$ cat src/rtl/elc3_mem_pkg.sv
// Shared types and MMIO constants for the eLC-3 memory responder.
package elc3_mem_pkg;

  typedef enum logic [1:0] {
    IDLE     = 2'd0,
    RAM_WAIT = 2'd1,
    RESPOND  = 2'd2,
    HOLD     = 2'd3
  } state_e;

  localparam logic [15:0] KBSR_ADDR = 16'hFE00;
  localparam logic [15:0] KBDR_ADDR = 16'hFE02;
  localparam logic [15:0] DSR_ADDR  = 16'hFE04;
  localparam logic [15:0] DDR_ADDR  = 16'hFE06;

  localparam int unsigned READY_BIT   = 15;
  localparam int unsigned OVERRUN_BIT = 14;

  function automatic logic [15:0] status_word(input logic ready, input logic overrun);
    logic [15:0] w;
    w              = '0;
    w[READY_BIT]   = ready;
    w[OVERRUN_BIT] = overrun;
    return w;
  endfunction

endpackage

$ cat src/rtl/mem_io_responder_mmio_regs.sv
// Keyboard/display register file for the eLC-3 MMIO window.
// Optional sticky keyboard overrun flag under MEM_IO_KB_OVERRUN_EN.
module mmio_regs
  import elc3_mem_pkg::*;
(
  input  logic        clk_i,
  input  logic        rst_ni,
  input  logic        rd_i,
  input  logic        wr_i,
  input  logic [15:0] addr_i,
  input  logic [7:0]  wdata_i,
  output logic [15:0] rdata_o,
  input  logic        kb_valid_i,
  input  logic [7:0]  kb_data_i,
  input  logic        dsp_ack_i,
  output logic        dsp_valid_o,
  output logic [7:0]  dsp_data_o
);

  logic       kb_flag_q, kb_flag_d;
  logic [7:0] kb_data_q, kb_data_d;
  logic       dsp_valid_q, dsp_valid_d;
  logic [7:0] dsp_data_q, dsp_data_d;
  logic       ovr_bit;

  // A keystroke in the same cycle as a KBDR read wins: the read sees old data.
  always_comb begin
    kb_flag_d = kb_flag_q;
    kb_data_d = kb_data_q;
    if (rd_i && addr_i == KBDR_ADDR) kb_flag_d = 1'b0;
    if (kb_valid_i) begin
      kb_flag_d = 1'b1;
      kb_data_d = kb_data_i;
    end
  end

  always_comb begin
    dsp_valid_d = dsp_valid_q;
    dsp_data_d  = dsp_data_q;
    if (dsp_valid_q) begin
      if (dsp_ack_i) dsp_valid_d = 1'b0;
    end else if (wr_i && addr_i == DDR_ADDR) begin
      dsp_valid_d = 1'b1;
      dsp_data_d  = wdata_i;
    end
  end

  always_ff @(posedge clk_i or negedge rst_ni) begin
    if (!rst_ni) begin
      kb_flag_q   <= 1'b0;
      kb_data_q   <= '0;
      dsp_valid_q <= 1'b0;
      dsp_data_q  <= '0;
    end else begin
      kb_flag_q   <= kb_flag_d;
      kb_data_q   <= kb_data_d;
      dsp_valid_q <= dsp_valid_d;
      dsp_data_q  <= dsp_data_d;
    end
  end

`ifdef MEM_IO_KB_OVERRUN_EN
  logic ovr_q, ovr_d;

  always_comb begin
    ovr_d = ovr_q;
    if (rd_i && addr_i == KBSR_ADDR) ovr_d = 1'b0;
    if (kb_valid_i && kb_flag_q)     ovr_d = 1'b1;
  end

  always_ff @(posedge clk_i or negedge rst_ni) begin
    if (!rst_ni) ovr_q <= 1'b0;
    else         ovr_q <= ovr_d;
  end

  assign ovr_bit = ovr_q;
`else
  assign ovr_bit = 1'b0;
`endif

  always_comb begin
    rdata_o = '0;
    case (addr_i)
      KBSR_ADDR: rdata_o = status_word(kb_flag_q, ovr_bit);
      KBDR_ADDR: rdata_o = {8'h00, kb_data_q};
      DSR_ADDR:  rdata_o = status_word(~dsp_valid_q, 1'b0);
      default:   rdata_o = '0;
    endcase
  end

  assign dsp_valid_o = dsp_valid_q;
  assign dsp_data_o  = dsp_data_q;

endmodule

$ cat src/rtl/mem_io_responder.sv
// eLC-3 memory-side responder: multi-cycle RAM access or MMIO access, one R pulse per request.
// Optional keyboard overrun status bit under MEM_IO_KB_OVERRUN_EN (see mmio_regs).
module mem_io_responder
  import elc3_mem_pkg::*;
#(
  parameter int unsigned RAM_LATENCY = 2,
  parameter logic [15:0] MMIO_BASE   = 16'hFE00
) (
  input  logic        Clk,
  input  logic        Reset,
  input  logic        MIO_EN,
  input  logic        R_W,
  input  logic [15:0] Address,
  input  logic [15:0] Data_In,
  output logic [15:0] Data_Out,
  output logic        R,
  output logic [15:0] ram_addr,
  output logic [15:0] ram_wdata,
  input  logic [15:0] ram_rdata,
  output logic        ram_ce,
  output logic        ram_we,
  input  logic        kb_valid,
  input  logic [7:0]  kb_data,
  output logic        dsp_valid,
  output logic [7:0]  dsp_data,
  input  logic        dsp_ack
);

  localparam logic [3:0] CNT_INIT = 4'(RAM_LATENCY - 1);

  state_e      state_q;
  logic [3:0]  cnt_q;
  logic [15:0] dout_q;
  logic        r_q;
  logic [15:0] ram_addr_q;
  logic [15:0] ram_wdata_q;
  logic        ram_ce_q;
  logic        ram_we_q;

  logic        accept;
  logic        is_mmio;
  logic        mmio_rd;
  logic        mmio_wr;
  logic [15:0] mmio_rdata;

  assign accept  = (state_q == IDLE) && MIO_EN;
  assign is_mmio = (Address >= MMIO_BASE);
  assign mmio_rd = accept && is_mmio && !R_W;
  assign mmio_wr = accept && is_mmio && R_W;

  mmio_regs u_mmio_regs (
    .clk_i       (Clk),
    .rst_ni      (Reset),
    .rd_i        (mmio_rd),
    .wr_i        (mmio_wr),
    .addr_i      (Address),
    .wdata_i     (Data_In[7:0]),
    .rdata_o     (mmio_rdata),
    .kb_valid_i  (kb_valid),
    .kb_data_i   (kb_data),
    .dsp_ack_i   (dsp_ack),
    .dsp_valid_o (dsp_valid),
    .dsp_data_o  (dsp_data)
  );

  // R is raised on entry to RESPOND, so it is high for exactly the RESPOND cycle.
  always_ff @(posedge Clk or negedge Reset) begin
    if (!Reset) begin
      state_q     <= IDLE;
      cnt_q       <= '0;
      dout_q      <= '0;
      r_q         <= 1'b0;
      ram_addr_q  <= '0;
      ram_wdata_q <= '0;
      ram_ce_q    <= 1'b0;
      ram_we_q    <= 1'b0;
    end else begin
      case (state_q)
        IDLE: begin
          if (MIO_EN) begin
            if (!is_mmio) begin
              ram_ce_q    <= 1'b1;
              ram_we_q    <= R_W;
              ram_addr_q  <= Address;
              ram_wdata_q <= Data_In;
              cnt_q       <= CNT_INIT;
              state_q     <= RAM_WAIT;
            end else begin
              if (!R_W) dout_q <= mmio_rdata;
              r_q     <= 1'b1;
              state_q <= RESPOND;
            end
          end
        end
        RAM_WAIT: begin
          if (cnt_q == '0) begin
            if (!ram_we_q) dout_q <= ram_rdata;
            ram_ce_q <= 1'b0;
            ram_we_q <= 1'b0;
            r_q      <= 1'b1;
            state_q  <= RESPOND;
          end else begin
            cnt_q <= cnt_q - 4'd1;
          end
        end
        RESPOND: begin
          r_q     <= 1'b0;
          state_q <= HOLD;
        end
        HOLD: begin
          if (!MIO_EN) state_q <= IDLE;
        end
        default: state_q <= IDLE;
      endcase
    end
  end

  assign Data_Out  = dout_q;
  assign R         = r_q;
  assign ram_addr  = ram_addr_q;
  assign ram_wdata = ram_wdata_q;
  assign ram_ce    = ram_ce_q;
  assign ram_we    = ram_we_q;

endmodule
$ cat config.mk
export PLATFORM = sky130hd
export DESIGN_NAME = mem_io_responder
export DESIGN_NICKNAME = d
export VERILOG_FILES = /design/src/rtl/elc3_mem_pkg.sv /design/src/rtl/mem_io_responder_mmio_regs.sv /design/src/rtl/mem_io_responder.sv
export SDC_FILE = /design/constraint.sdc
export NUM_CORES = 1
export LEC_CHECK = 0
export CAP_MARGIN = 20
export CORE_MARGIN = 1
export CORE_UTILIZATION = 30
export CTS_CLUSTER_DIAMETER = 30
export CTS_CLUSTER_SIZE = 25
export DETAILED_ROUTE_END_ITERATION = 16
export DONT_BUFFER_PORTS = 1
export GPL_ROUTABILITY_DRIVEN = 0
export PLACE_DENSITY_LB_ADDON = 0.3
export SYNTH_ARGS = -nofsm -noshare
export SYNTH_HDL_FRONTEND = slang
export SYNTH_HIERARCHICAL = 1
export SYNTH_SLANG_ARGS = --single-unit
$ cat constraint.sdc
create_clock -name Clk -period 2.15 [get_ports Clk]
set_input_delay 0.43 -clock Clk [delete_from_list [all_inputs] [get_ports Clk]]
set_output_delay 0.43 -clock Clk [all_outputs]
set_load 0.01 [all_outputs]
# Yosys cells after proc, flatten, opt, wreduce, memory -nomap -nowiden
# Index checks and enable logic that the tools add are counted.
# classes
mux,32
order_cmp,1
eq_ne,15
reduce_logical,19
addsub,1
n_bitwise,2
# op_table
op,count
$mux 16,5
$eq 16x16->1 const B,4
$pmux 16 s3,1
$pmux 16 s2,1
$ge 16x16->1 const B,1
$ne 2x2->1 const B,8
$mux 1,13
$mux 4,3
$reduce_and 4->1,3
$mux 2,4
$pmux 2 s4,1
$pmux 4 s2,1
$logic_and 1x1->1,6
$reduce_and 3->1,2
$reduce_and 6->1,1
$eq 2x2->1 const B,2
$logic_not 4->1,1
$pmux 1 s2,2
$reduce_bool 2->1,2
$sub 4x1->4 const B,1
$pmux 1 s3,1
$reduce_bool 3->1,1
$eq 2x1->1 const B,1
$logic_not 2->1,1
other kinds (3),4
# word_totals
input_bits,62
out_inout_bits,60
register_bits,75

# Longest topological paths before layout
# logic_depth
word_depth,7
mapped_depth,8
depth_no_buf,6

# Modules after synthesis
# Netlist, hierarchy kept.
# modules_own_cells
mod,area_per_inst_um2,seq_area_each_um2,cells_each,n_inst
mem_io_responder,2653.8,1426.4,193,1
mmio_regs,903.4,450.4,68,1

# Worst setup path after synthesis
# OpenSTA, ideal clock, no wires.
# synth_path
kind,input-to-reg
startpoint,input port Address[0]
endpoint,register u_mmio_regs.dsp_data_q[0] (netlist: u_mmio_regs/dsp_data_o[0])
t_required_ps,2025
setup_time_ps,125
cell_stages,5
arrival_ps,2261
path_slack_ps,-237
path_buffers,1
path_cell_list,or4_4 -> or4_4 -> or3_1 -> buf_6 -> mux2_4
# synth_via
elab_chain_len,5
word_cells_on_any_way,6
# synth_lines
item,line,source
start: declaration,mem_io_responder.sv:13,"input logic [15:0] Address,"
$ge 16x16->1,mem_io_responder.sv:47,assign is_mmio = (Address >= MMIO_BASE);
$logic_and 1x1->1 (2 in a row),mem_io_responder.sv:49,assign mmio_wr = accept && is_mmio && R_W;
$logic_and 1x1->1 *,mem_io_responder_mmio_regs.sv:42,end else if (wr_i && addr_i == DDR_ADDR) begin
$reduce_and 2->1 (no line) *,-,
end signal: assignment,mem_io_responder_mmio_regs.sv:58,dsp_data_q <= dsp_data_d;
end: declaration,mem_io_responder_mmio_regs.sv:23,"logic [7:0] dsp_data_q, dsp_data_d;"
# Mark *: on every way between the ends. The rest lies on a longest branch, timed or not.
# A chain may end at the register's enable or synchronous reset.

# Worst setup path after layout
# layout_path
startpoint,input port Address[0]
endpoint,register u_mmio_regs.dsp_data_q[3] (netlist: u_mmio_regs/dsp_data_o[3])
# Same word-level chain as after synthesis.

==> impl_metrics.toml <==
[synth]
synth_top_cell_area_share_pct = 52.8
syn_inst = 261
synth_area_um2 = 3560
synth_top_family_by_area = "multiplexers"
yosysWarnings = 6
yosys.area_share.simple_pct = 7.81
syn_area_per_cell_um2 = 13.6
synth-xor-area-share_pct = 0
synth-compound-area-share_pct = 4.89
ys_top_cells_by_area = "dfrtp_1, mux2_2, mux2_4, ha_1, buf_4"
synth_fa_ha_area_share_pct = 2.81
yosysSeqAreaShare_pct = 52.8
synth_seq_cells = 75
ys_async_sr_fraction_pct = 100
synth_cell_types = 41
yosysTopAreaCell = "dfrtp_1"
synth_mux_area_share_pct = 27.3
synth-edff-count = 0
synth-main-ff-cell = "dfrtp_1"

[pwr]
total_power_mw = 6.05
power.leakage_nw = 1.83
power_density_nw_per_um2 = 1460
ir_worst_vdd_mv = 0.713

[global_route]
grt_pass1_vias = 2183
grt_use_total_pct = 12.9
grt-ovfl-total = 0
antenna_found_initial = 1
grt_pass1_wl_mm = 12.1
grt_max_degree = 76

[drt]
antenna_left = 0
num_vias = 2063
drt_first_iter_violations = 97
dr_wl_met3_um = 976
wl_met1_mm = 3.14
wl_per_cell_um = 18.1
route.detailed.drc = 0
wl_met2_mm = 3.39
totalWireLength_mm = 7.62
highest_layer = "met5"
routed_via_density = 4.89
first_pass_iters = 4

[critical_path]
start_kind = "input port"
cp_max_fo = 8
r2r-end = "Data_Out[15]"
r2r-start = "state_q[0]"
slowest_stage = "or4_4"
arrival_ps = 2280
worstSetupPathType = "input port to flop"
cp_cell_sequence = "or4_4 -> or4_4 -> or3_1 -> buf_12 -> mux2_4"
cp.required_ps = 2360
crit_path_frequent_cell = "or4_4"
regToRegSetupSlack_ps = 90
crit_path_max_incr_delay_ps = 530
cp-end-kind = "flop"
reg2regPathDepth = 7

[placed_design]
place_inst = 406
dpl_cell_area_um2 = 3790
io_buffers = 0
place_hpwl_mm = 5.36

[timing]
min_period_ps = 2070
fmax_ghz = 0.483
skew_ps = 4.82
layout_worst_path_cycle_share_pct = 96.3
drv_slew = 0
setup_viol = 0
hold_viol = 75
fin_worst_hold_slack_ps = -210

[layout]
layout-drive-gt1-share_pct = 43.7
final_cell_mix = "dfrtp_1, mux2_2, buf_4, clkbuf_16"
num-nets-final = 344
design_area_um2 = 4140
areaGrowthSynthToFinish_pct = 16.5
final_common_cell = "dfrtp_1"
fin_cells = 422
diodes = 0

[floorplan]
fp.dieW_um = 111
num_rows = 39
die_y_um = 111
dieArea_um2 = 12300
core_area_um2 = 11500
io_pins = 122
initial_utilization_pct = 31.0

[clock_tree]
cts_max_path_buffers = 2
cts.htree.levels = 3
clkLatencyLatePin_ps = 330
cts-root-buf = "clkbuf_16"
cts_tree = "built"
cts-buffers-inserted = 9
cts.sinks = 75
clk_pin_slew_ps = 60

[worst_hold_path]
hold_path_class = "input port to async pin"

[run_status]
violations = "negative hold slack"
status = "complete, but fails checks"

[flow_run]
maxCapViolations = 0
[stage by stage]
stage | worst slack, ps | utilization (%) | setup TNS (ps)
finish | 79.8 | 36.1 | 0
global route | -6.85 | 36.1 | -8.44
CTS | 34.0 | 36.0 | 0
detailed placement | -273 | 33.1 | -2160
global placement | -262 | 33.1 | -2090
floorplan | -161 | - | -1290
[kinds of logic (layout without fill, tap and decap cells)]
group	Yosys count	count (layout)
mux	84	84
buf+inv	28	40
compound gates	23	23
other cells	1	7
fa+ha+maj	8	8
flops	75	75
simple gates	42	42
[critical path: cells and delay by family]
kind          cells  cell delay (ps)
simple gates      3             1380
mux               1              290
buf+inv           1              170
[flip-flops by register name, summed over array words and instances, names as in the netlist]
signal	flops
ram_wdata	16
u_mmio_regs/dsp_valid_o	1
R	1
cnt_q	4
u_mmio_regs/dsp_data_o	8
state_q	2
ram_ce	1
ram_addr	16
ram_we	1
u_mmio_regs/kb_flag_q	1
Data_Out	16
u_mmio_regs/kb_data_q	8
[Yosys cell counts (all sizes together), types with 2 or more instances]
cell and n:
o21ai 8, inv 10, ha 8, a21o 3
and2 8, nand2 2, nand4 2, nor4 2
nand3 6, nor3 3, buf 14, clkbuf 4
dfrtp 75, or4 3, o31ai 3, nor2 3
or3 3, nand2b 3, mux2 81, mux2i 3
a21oi 3
[worst max path at each step]
stage                          start                   endpoint  slack, ps  depth (start not counted)
after global placement    Address[0]  u_mmio_regs/dsp_data_o[5]       -260                          5
final                     Address[0]  u_mmio_regs/dsp_data_o[3]         80                          5
after detailed placement  Address[0]  u_mmio_regs/dsp_data_o[0]       -270                          5
after CTS                 state_q[0]               Data_Out[15]         30                          7
after floorplan           Address[0]  u_mmio_regs/dsp_data_o[0]       -160                          5
after global routing      state_q[0]               Data_Out[15]         -7                          7
[what timing repair did]
item,CTS,global route
cloned,0,0
endpoints found under the hold margin,75,75
gates resized for setup,1,2
setup endpoints to repair,1,24
buffers inserted,0,0
[where the power goes]
part | switching (mW) | internal (mW)
clock network | 0.570 | 1.08
logic | 0.785 | 1.08
registers | 0.592 | 1.95
[cell type report]
cell class	instances	area (um2)
Sequential cell	75	1880
Multi-Input combinational cell	164	1580
Timing Repair Buffer	14	143
Clock inverter	4	72.6
Fill cell	1115	7320
Inverter	10	37.5
Tap cell	143	179
Clock buffer	12	256
[per-layer routing]
| layer | vias to the layer above | GRT usage, % |
|---|---|---|
| met5 | - | 0 |
| met4 | 2 | 4.09 |
| met3 | 10 | 8.31 |
| met2 | 92 | 19.0 |
| met1 | 1013 | 15.2 |
| li1 | 946 | - |
Power figures use the tool's default switching activity.
